[config.mk]
export PLATFORM = sky130hd
export DESIGN_NAME = chip_top
export DESIGN_NICKNAME = d
export VERILOG_FILES = /design/src/rtl/chip_top.sv
export SDC_FILE = /design/constraint.sdc
export NUM_CORES = 1
export LEC_CHECK = 0
export BUFFER_PORTS_ARGS = -buffer_cell sky130_fd_sc_hd__buf_4
export CORE_UTILIZATION = 35
export DETAILED_ROUTE_END_ITERATION = 7
export HOLD_SLACK_MARGIN = 0.05
export PLACE_DENSITY = 0.49
export SYNTH_ARGS = -nofsm -noshare
export SYNTH_HDL_FRONTEND = slang
export SYNTH_SLANG_ARGS = --single-unit
[constraint.sdc]
create_clock -name clk_ref -period 4.73 [get_ports clk_ref]
set_input_delay 0.473 -clock clk_ref [delete_from_list [all_inputs] [get_ports clk_ref]]
set_output_delay 0.473 -clock clk_ref [all_outputs]
set_load 0.03 [all_outputs]
[src/rtl/chip_top.sv]
// UART-controlled GPIO block: 8N1 command parser with a small register map.
// Optional bidirectional GPIO port is enabled by defining CHIP_GPIO_IO_EN.
module chip_top #(
  parameter int UART_DIV    = 260,
  parameter int GPIO_IN_CH  = 4,
  parameter int GPIO_OUT_CH = 18,
  parameter int GPIO_IO_CH  = 16
) (
  input  logic                   clk_ref,
  input  logic                   reset_sw,
  input  logic                   uart_rx,
  output logic                   uart_tx,
  input  logic [GPIO_IN_CH-1:0]  gpio_in,
  output logic [GPIO_OUT_CH-1:0] gpio_out,
  inout  wire  [GPIO_IO_CH-1:0]  gpio_io
);

  localparam int CW = $clog2(UART_DIV + 1);
  localparam logic [CW-1:0] FULL = CW'(UART_DIV - 1);
  localparam logic [CW-1:0] HALF = CW'(UART_DIV / 2 - 1);

  localparam logic [2:0] S_IDLE  = 3'd0;
  localparam logic [2:0] S_ADDR  = 3'd1;
  localparam logic [2:0] S_D2    = 3'd2;
  localparam logic [2:0] S_D1    = 3'd3;
  localparam logic [2:0] S_D0    = 3'd4;
  localparam logic [2:0] S_REPLY = 3'd5;

  localparam logic [7:0] CMD_RD = 8'h52;
  localparam logic [7:0] CMD_WR = 8'h57;
  localparam logic [7:0] ACK    = 8'h4B;

  logic                  r_rx_m, r_rx_s, r_rx_d;
  logic [GPIO_IN_CH-1:0] r_gin_m, r_gin_s;

  logic       r_rx_busy, r_rx_valid;
  logic [CW-1:0] r_rx_cnt;
  logic [3:0] r_rx_bit;
  logic [7:0] r_rx_sh, r_rx_data;

  logic [2:0]  r_state;
  logic        r_is_wr;
  logic [7:0]  r_addr, r_d2, r_d1;
  logic [23:0] r_reply;
  logic [1:0]  r_left;
  logic        r_tx_busy;
  logic [CW-1:0] r_tx_cnt;
  logic [3:0]  r_tx_bit;
  logic [9:0]  r_tx_frame;
  logic [GPIO_OUT_CH-1:0] r_gpio_out;

  logic        w_wr_en, w_tx_done;
  logic [23:0] w_wval, w_rdata;

`ifdef CHIP_GPIO_IO_EN
  logic [GPIO_IO_CH-1:0] r_io_m, r_io_s, r_io_data, r_io_dir;

  always_ff @(posedge clk_ref or negedge reset_sw) begin
    if (!reset_sw) begin
      r_io_m <= '0;
      r_io_s <= '0;
    end else begin
      r_io_m <= gpio_io;
      r_io_s <= r_io_m;
    end
  end

  for (genvar gi = 0; gi < GPIO_IO_CH; gi++) begin : g_io
    assign gpio_io[gi] = r_io_dir[gi] ? r_io_data[gi] : 1'bz;
  end
`else
  assign gpio_io = {GPIO_IO_CH{1'bz}};
`endif

  always_ff @(posedge clk_ref or negedge reset_sw) begin
    if (!reset_sw) begin
      r_rx_m  <= 1'b1;
      r_rx_s  <= 1'b1;
      r_rx_d  <= 1'b1;
      r_gin_m <= '0;
      r_gin_s <= '0;
    end else begin
      r_rx_m  <= uart_rx;
      r_rx_s  <= r_rx_m;
      r_rx_d  <= r_rx_s;
      r_gin_m <= gpio_in;
      r_gin_s <= r_gin_m;
    end
  end

  // Bit 0 is the start bit (checked at half period), 1..8 data, 9 stop.
  always_ff @(posedge clk_ref or negedge reset_sw) begin
    if (!reset_sw) begin
      r_rx_busy  <= 1'b0;
      r_rx_valid <= 1'b0;
      r_rx_cnt   <= '0;
      r_rx_bit   <= '0;
      r_rx_sh    <= '0;
      r_rx_data  <= '0;
    end else begin
      r_rx_valid <= 1'b0;
      if (!r_rx_busy) begin
        if (r_rx_d && !r_rx_s) begin
          r_rx_busy <= 1'b1;
          r_rx_cnt  <= '0;
          r_rx_bit  <= '0;
        end
      end else if ((r_rx_bit == 4'd0 && r_rx_cnt == HALF) ||
                   (r_rx_bit != 4'd0 && r_rx_cnt == FULL)) begin
        r_rx_cnt <= '0;
        if (r_rx_bit == 4'd0) begin
          if (r_rx_s) r_rx_busy <= 1'b0;
          else        r_rx_bit  <= 4'd1;
        end else if (r_rx_bit == 4'd9) begin
          r_rx_busy <= 1'b0;
          if (r_rx_s) begin
            r_rx_valid <= 1'b1;
            r_rx_data  <= r_rx_sh;
          end
        end else begin
          r_rx_sh  <= {r_rx_s, r_rx_sh[7:1]};
          r_rx_bit <= r_rx_bit + 4'd1;
        end
      end else begin
        r_rx_cnt <= r_rx_cnt + 1'b1;
      end
    end
  end

  assign w_wr_en   = (r_state == S_D0) && r_rx_valid;
  assign w_wval    = {r_d2, r_d1, r_rx_data};
  assign w_tx_done = r_tx_busy && (r_tx_cnt == FULL) && (r_tx_bit == 4'd9);

  always_comb begin
    w_rdata = '0;
    case (r_rx_data)
      8'h00: w_rdata = 24'(r_gin_s);
      8'h01: w_rdata = 24'(r_gpio_out);
`ifdef CHIP_GPIO_IO_EN
      8'h02: w_rdata = 24'(r_io_s);
      8'h03: w_rdata = 24'(r_io_dir);
`endif
      default: w_rdata = '0;
    endcase
  end

  always_ff @(posedge clk_ref or negedge reset_sw) begin
    if (!reset_sw) begin
      r_gpio_out <= '0;
`ifdef CHIP_GPIO_IO_EN
      r_io_data  <= '0;
      r_io_dir   <= '0;
`endif
    end else if (w_wr_en) begin
      case (r_addr)
        8'h01: r_gpio_out <= GPIO_OUT_CH'(w_wval);
`ifdef CHIP_GPIO_IO_EN
        8'h02: r_io_data  <= GPIO_IO_CH'(w_wval);
        8'h03: r_io_dir   <= GPIO_IO_CH'(w_wval);
`endif
        default: ;
      endcase
    end
  end

  // Transmitter shares this block with the parser so the next reply byte can
  // be loaded on the same edge the previous stop bit completes.
  always_ff @(posedge clk_ref or negedge reset_sw) begin
    if (!reset_sw) begin
      r_state    <= S_IDLE;
      r_is_wr    <= 1'b0;
      r_addr     <= '0;
      r_d2       <= '0;
      r_d1       <= '0;
      r_reply    <= '0;
      r_left     <= '0;
      r_tx_busy  <= 1'b0;
      r_tx_cnt   <= '0;
      r_tx_bit   <= '0;
      r_tx_frame <= '1;
    end else begin
      if (r_tx_busy) begin
        if (r_tx_cnt == FULL) begin
          r_tx_cnt <= '0;
          if (r_tx_bit == 4'd9) begin
            r_tx_busy <= 1'b0;
          end else begin
            r_tx_bit   <= r_tx_bit + 4'd1;
            r_tx_frame <= {1'b1, r_tx_frame[9:1]};
          end
        end else begin
          r_tx_cnt <= r_tx_cnt + 1'b1;
        end
      end

      case (r_state)
        S_IDLE: if (r_rx_valid) begin
          if (r_rx_data == CMD_RD) begin
            r_is_wr <= 1'b0;
            r_state <= S_ADDR;
          end else if (r_rx_data == CMD_WR) begin
            r_is_wr <= 1'b1;
            r_state <= S_ADDR;
          end
        end
        S_ADDR: if (r_rx_valid) begin
          if (r_is_wr) begin
            r_addr  <= r_rx_data;
            r_state <= S_D2;
          end else begin
            r_reply <= w_rdata;
            r_left  <= 2'd3;
            r_state <= S_REPLY;
          end
        end
        S_D2: if (r_rx_valid) begin
          r_d2    <= r_rx_data;
          r_state <= S_D1;
        end
        S_D1: if (r_rx_valid) begin
          r_d1    <= r_rx_data;
          r_state <= S_D0;
        end
        S_D0: if (r_rx_valid) begin
          r_reply <= {ACK, 16'h0000};
          r_left  <= 2'd1;
          r_state <= S_REPLY;
        end
        S_REPLY: if (!r_tx_busy || w_tx_done) begin
          if (r_left != 2'd0) begin
            r_tx_busy  <= 1'b1;
            r_tx_cnt   <= '0;
            r_tx_bit   <= '0;
            r_tx_frame <= {1'b1, r_reply[23:16], 1'b0};
            r_reply    <= {r_reply[15:0], 8'h00};
            r_left     <= r_left - 2'd1;
          end else begin
            r_state <= S_IDLE;
          end
        end
        default: r_state <= S_IDLE;
      endcase
    end
  end

  assign uart_tx  = r_tx_frame[0];
  assign gpio_out = r_gpio_out;

endmodule

* Word level (Yosys, flattened, before mapping)
Cells that the tools add are included.
Word-level totals: register bits after elaboration 132, memories kept 0, input port bits 7, ROM bits 0, bits in writable memories 0, latch bits 0, output and inout bits 35, word-level logic and storage cells 154
Operators by class: bitwise gates (word level) 2, multiplexer cells 69, magnitude comparators 0, reductions and logical operators 28, shift-type cells 0, eq/ne operators 27, add/subtract/negate cells 5, $mul 0, div/mod/pow operators 0
Operators by type and width (number):
- $mux 24 | 5
- $mux 9 | 8
- $pmux 24 s3 | 1
- $mux 10 | 6
- $mux 4 | 12
- $pmux 18 s2 | 1
- $mux 3 | 10
- $mux 1 | 19
- $add 9x1->9 const B | 2
- $eq 9x9->1 const B | 2
- $ne 2x2->1 const B | 9
- $pmux 3 s6 | 1
- $eq 8x1->1 const B | 2
- $eq 8x7->1 const B | 2
- $mux 2 | 5
- $eq 9x8->1 const B | 1
- $ne 3x3->1 const B | 3
- $add 4x1->4 const B | 2
- $eq 4x4->1 const B | 2
- $logic_not 8->1 | 1
- $reduce_and 4->1 | 2
- $reduce_and 8->1 | 1
- $eq 3x2->1 const B | 2
- $eq 3x3->1 const B | 2
- 17 further kinds | 30

* Logic depth before layout (Yosys ltp)
word-level depth 7, mapped depth 8, gate-level depth less buffers 6

* Worst setup path after synthesis
OpenSTA, ideal clock, no wires.
path kind reg-to-reg, start point reg r_tx_cnt[0], end point reg r_left[1], setup slack 2527 ps, clock period less this slack 2203 ps, required time 4605 ps, library setup time 125 ps, cell stages (with the launch flop) 7, buffers on the path 1, arrival 2078 ps, cells stage by stage dfrtp_1 -> ha_1 -> and4bb_1 -> a31oi_4 -> a221oi_4 -> buf_12 -> mux2_4
On the way: word-level cells in the longest chain between the ends 6
Ends and longest elaborated chain:
- start: declaration | RTL line 47 | logic [CW-1:0] r_tx_cnt;
- start signal: assignment | RTL line 192 | r_tx_cnt <= r_tx_cnt + 1'b1;
- $eq 9x9->1 | RTL line 132 | assign w_tx_done = r_tx_busy && (r_tx_cnt == FULL) && (r_tx_bit == 4'd9);
- $logic_and 1x1->1 (2 in series) | RTL line 132
- $logic_or 1x1->1 | RTL line 229 | S_REPLY: if (!r_tx_busy || w_tx_done) begin
- $ne 2x2->1 (no line)
- $reduce_and 6->1 (no line)
- end signal: assignment | RTL line 236 | r_left <= r_left - 2'd1;
- end: declaration | RTL line 45 | logic [1:0] r_left;
No other way between the ends. A chain may end at the register's enable or synchronous reset.

* Worst setup path after layout
start point reg r_state[2], end point reg r_gpio_out[16], in the netlist gpio_out[16]
On the way: word-level cells in the longest chain between the ends 3
Ends and longest elaborated chain:
- start: declaration | RTL line 41 | logic [2:0] r_state;
- start signal: assignment | RTL line 170 | r_state <= S_IDLE;
- start signal: assignment | RTL line 200 | r_state <= S_ADDR;
- start signal: assignment | RTL line 203 | r_state <= S_ADDR;
- $eq 3x3->1 | RTL line 130 | assign w_wr_en = (r_state == S_D0) && r_rx_valid;
- $logic_and 1x1->1 | RTL line 130
- $reduce_and 2->1 (no line)
- end signal: assignment | RTL line 156 | 8'h01: r_gpio_out <= GPIO_OUT_CH'(w_wval);
- end: declaration | RTL line 50 | logic [GPIO_OUT_CH-1:0] r_gpio_out;
No other way between the ends.

==> results.txt <==
Post-synth EDFFs: 0
crit path max fanout: 19
hold buffers post-CTS: 0
layout cells sized above 1: 28.8%
diodes inserted: 0
Achievable Freq: 355 MHz
final worst slack: 1.92 ns
worst skew pair latency: 0.43 ns
Pwr per Cell Area: 373 nW/um2
Place WS: 1.87 ns
sequential fraction of the synthesis area: 54.4%
LEAKAGE: 3.28 nW
Synth Instances: 496
Post-CTS Setup Inserts: 0
clock buffer count from CTS: 17
GR Util All Layers: 14.3%
FF+latch count, synth: 132
routing usage on met2: 21.4%
crit-path max cell delay: 0.97 ns
vias in the first global route: 3733
Initial DRT Pass Iterations: 4
core area: 16800 um2
drt total wl: 11700 um
Startpoint Class: register
count of cell types in the netlist: 60
status: finished, final reports clean
die area: 18000 um2
antenna violations before repair: 0
grt peak-use layer: met2
CTS root buffer: clkbuf_16
Rows: 47
first-pass GRT wire length: 19700 um
Synth-to-Final Area Change: 14.6%
Port-buffer cells: 25
Starting Density: 36.3%
WL/cell: 15.5 um
max_cap viols: 0
CTS Sinks: 132
Post-DP HPWL: 7800 um
clock-pin slew of the registers on the worst-case setup and hold paths: 0.06 ns
critical path buffer and inverter count: 0
largest net degree at the start of global routing: 104
TritonCTS clock tree: built
Post-DRT Antenna Nets: 0
final setup violation count: 0
Mapped Area: 6110 um2
Synth Flop Type: dfrtp_1
fin util: 41.6%
Die W: 134 um
NumNets Final: 538
minimum clock period: 2.81 ns
Final Cycle Share: 59.5%
RD Place Congestion: 0.822
Slew @ Worst Pin: 1.03 ns
clk buf depth: 2
IO Pins: 42
max_slew headroom: 30.9%
met3 Track Usage GR: 4.01%
grt total ovfl: 0
final hold violation count: 0
critical path arrival: 3.11 ns
H-tree Lvls: 4
syn_area_per_cell: 12.3 um2
slowest CP cell: nand4_1
final cell count without fillers: 754
routed via count: 3718
final max-slew violation count: 0
setup TNS: 0 ns
vias per inst: 4.93
DRC Markers: 0
Crit Path Category: reg2reg
HP Class: in2reg
GR Layer Usage met1: 19.5%
placed cells: 723
RSZ-0062 raised after global routing: false
initial drt markers: 154
CP top delay family: simple AND/OR/NAND/NOR gates
Die Y: 134 um
crit path capture type: register
IR drop worst, VDD: 0.000279 V
Final Skew: 0.0193 ns
YS warnings: 0
cts repair resizes: 0
ys async rst share: 100%
Cell Chain, Critical Path: nor2b_1 -> nand4_1 -> mux2_2
Req. time, crit path: 5.02 ns
-- kinds of logic (layout without fill, tap and decap cells) --
group / after synthesis / in the layout / share of synthesized area, %
xor gates and xnor gates: 12 / 12 / 1.72
AOI/OAI and AO/OA: 66 / 66 / 8.24
adders and majority gates: 9 / 9 / 1.84
DFF: 132 / 132 / 54.4
buffers and inverters: 62 / 85 / 5.31
and+or+nand+nor: 121 / 121 / 11.2
other: 1 / 16 / 0.0614
muxes: 93 / 93 / 17.3
-- final cells by class --
type                    instances  area, um2
fillers                      1617       9820
flip-flops and latches        132       3320
multi-input cells             317       2520
clock buffers                  19        443
well taps                     220        275
repair buffers                 27        206
clock inverters                12        133
inverters                      27        101
-- power breakdown --
| part | internal [mW] | total, mW | switching, mW | leakage (nW) |
|---|---|---|---|---|
| Sequential | 1.16 | 1.20 | 0.0357 | 1.76 |
| Clock | 0.786 | 1.28 | 0.492 | 0.275 |
| Combinational | 0.0370 | 0.132 | 0.0949 | 1.25 |
| Total | 1.99 | 2.61 | 0.622 | 3.28 |
-- Yosys cell counts, types with 4 or more instances --
cell type  number  area [um2]
nand4_1         5        31.3
buf_2           6        30.0
nor2b_1         5        31.3
nor4_1          5        31.3
dfrtp_1       119        2980
buf_4          16         120
inv_1          27         101
xor2_1         10        87.6
o211ai_1        4        30.0
ha_1            9         113
nand2_1        32         120
or3_1           4        25.0
nor3_1          4        20.0
o2bb2ai_1       4        35.0
o21ai_0        23         115
mux2_4          9         135
mux2_2         61         687
dfstp_2        13         342
nand3_1        17        85.1
a22o_1         12         105
clkbuf_1       10        37.5
mux2i_1        22         220
nor2_1         20        75.1
or4_1           4        30.0
and3_1          4        25.0
-- per-stage QoR --
stage / area [um2] / total power, mW / hold slack, ns
3_5_place_dp: 6420 / 1.35 / 0.336
6_report: 7000 / 2.61 / 0.154
5_1_grt: 7000 / 2.71 / 0.138
2_1_floorplan: 6160 / 1.31 / 0.177
4_1_cts: 7000 / 2.65 / 0.134
3_3_place_gp: 6420 / 1.34 / 0.337
-- flip-flops by register name, summed over array words and instances, names as in the netlist, 3 cells and up --
name        count
r_tx_bit        4
r_rx_bit        4
r_reply        24
r_rx_cnt        9
r_gin_m         4
r_rx_data       8
r_d1            8
r_addr          8
r_gin_s         4
r_tx_frame     10
gpio_out       18
r_rx_sh         8
r_state         3
r_tx_cnt        9
-- cell usage in the layout (no fill, tap or decap), drive strengths merged, types with 4 or more instances in the layout --
cell	Yosys	final
nand2	32	32
ha	9	9
nand4	5	5
inv	27	28
xor2	10	10
o211ai	4	4
nor3	5	5
nand3	17	17
o21ai	24	24
nor2	21	21
nor2b	5	5
conb	1	16
a22o	12	12
clkinv	0	6
or4	4	4
o2bb2ai	4	4
or3	4	4
clkbuf	10	19
and3	4	4
dfrtp	119	119
nor4	8	8
buf	25	27
mux2	71	71
dfstp	13	13
mux2i	22	22
-- worst paths after layout --
kind / from / to / slack, ns / cells past startpoint
max: r_state[2]$_DFFE_PN0P_ / gpio_out[16]$_DFFE_PN0P_ / 1.92 / 3
min: gpio_in[3] / r_gin_m[3]$_DFF_PN0_ / 0.15 / 1
max reg2reg: r_state[2]$_DFFE_PN0P_ / gpio_out[16]$_DFFE_PN0P_ / 1.92 / 3
min reg2reg: r_gin_m[1]$_DFF_PN0_ / r_gin_s[1]$_DFF_PN0_ / 0.35 / 0
max in group asynchronous: reset_sw / r_tx_frame[1]$_DFF_PN1_ / 3.62 / 2
min in group asynchronous: reset_sw / r_state[2]$_DFFE_PN0P_ / 0.16 / 1
-- per-layer routing --
metal	vias to the layer above	share of wire (%)	wire [um]
li1	1796	-	-
met1	1854	50	5820
met2	60	46	5370
met3	8	3.0	351
met4	0	1.2	142
met5	-	0	0
(Power assumes the default switching activity.)
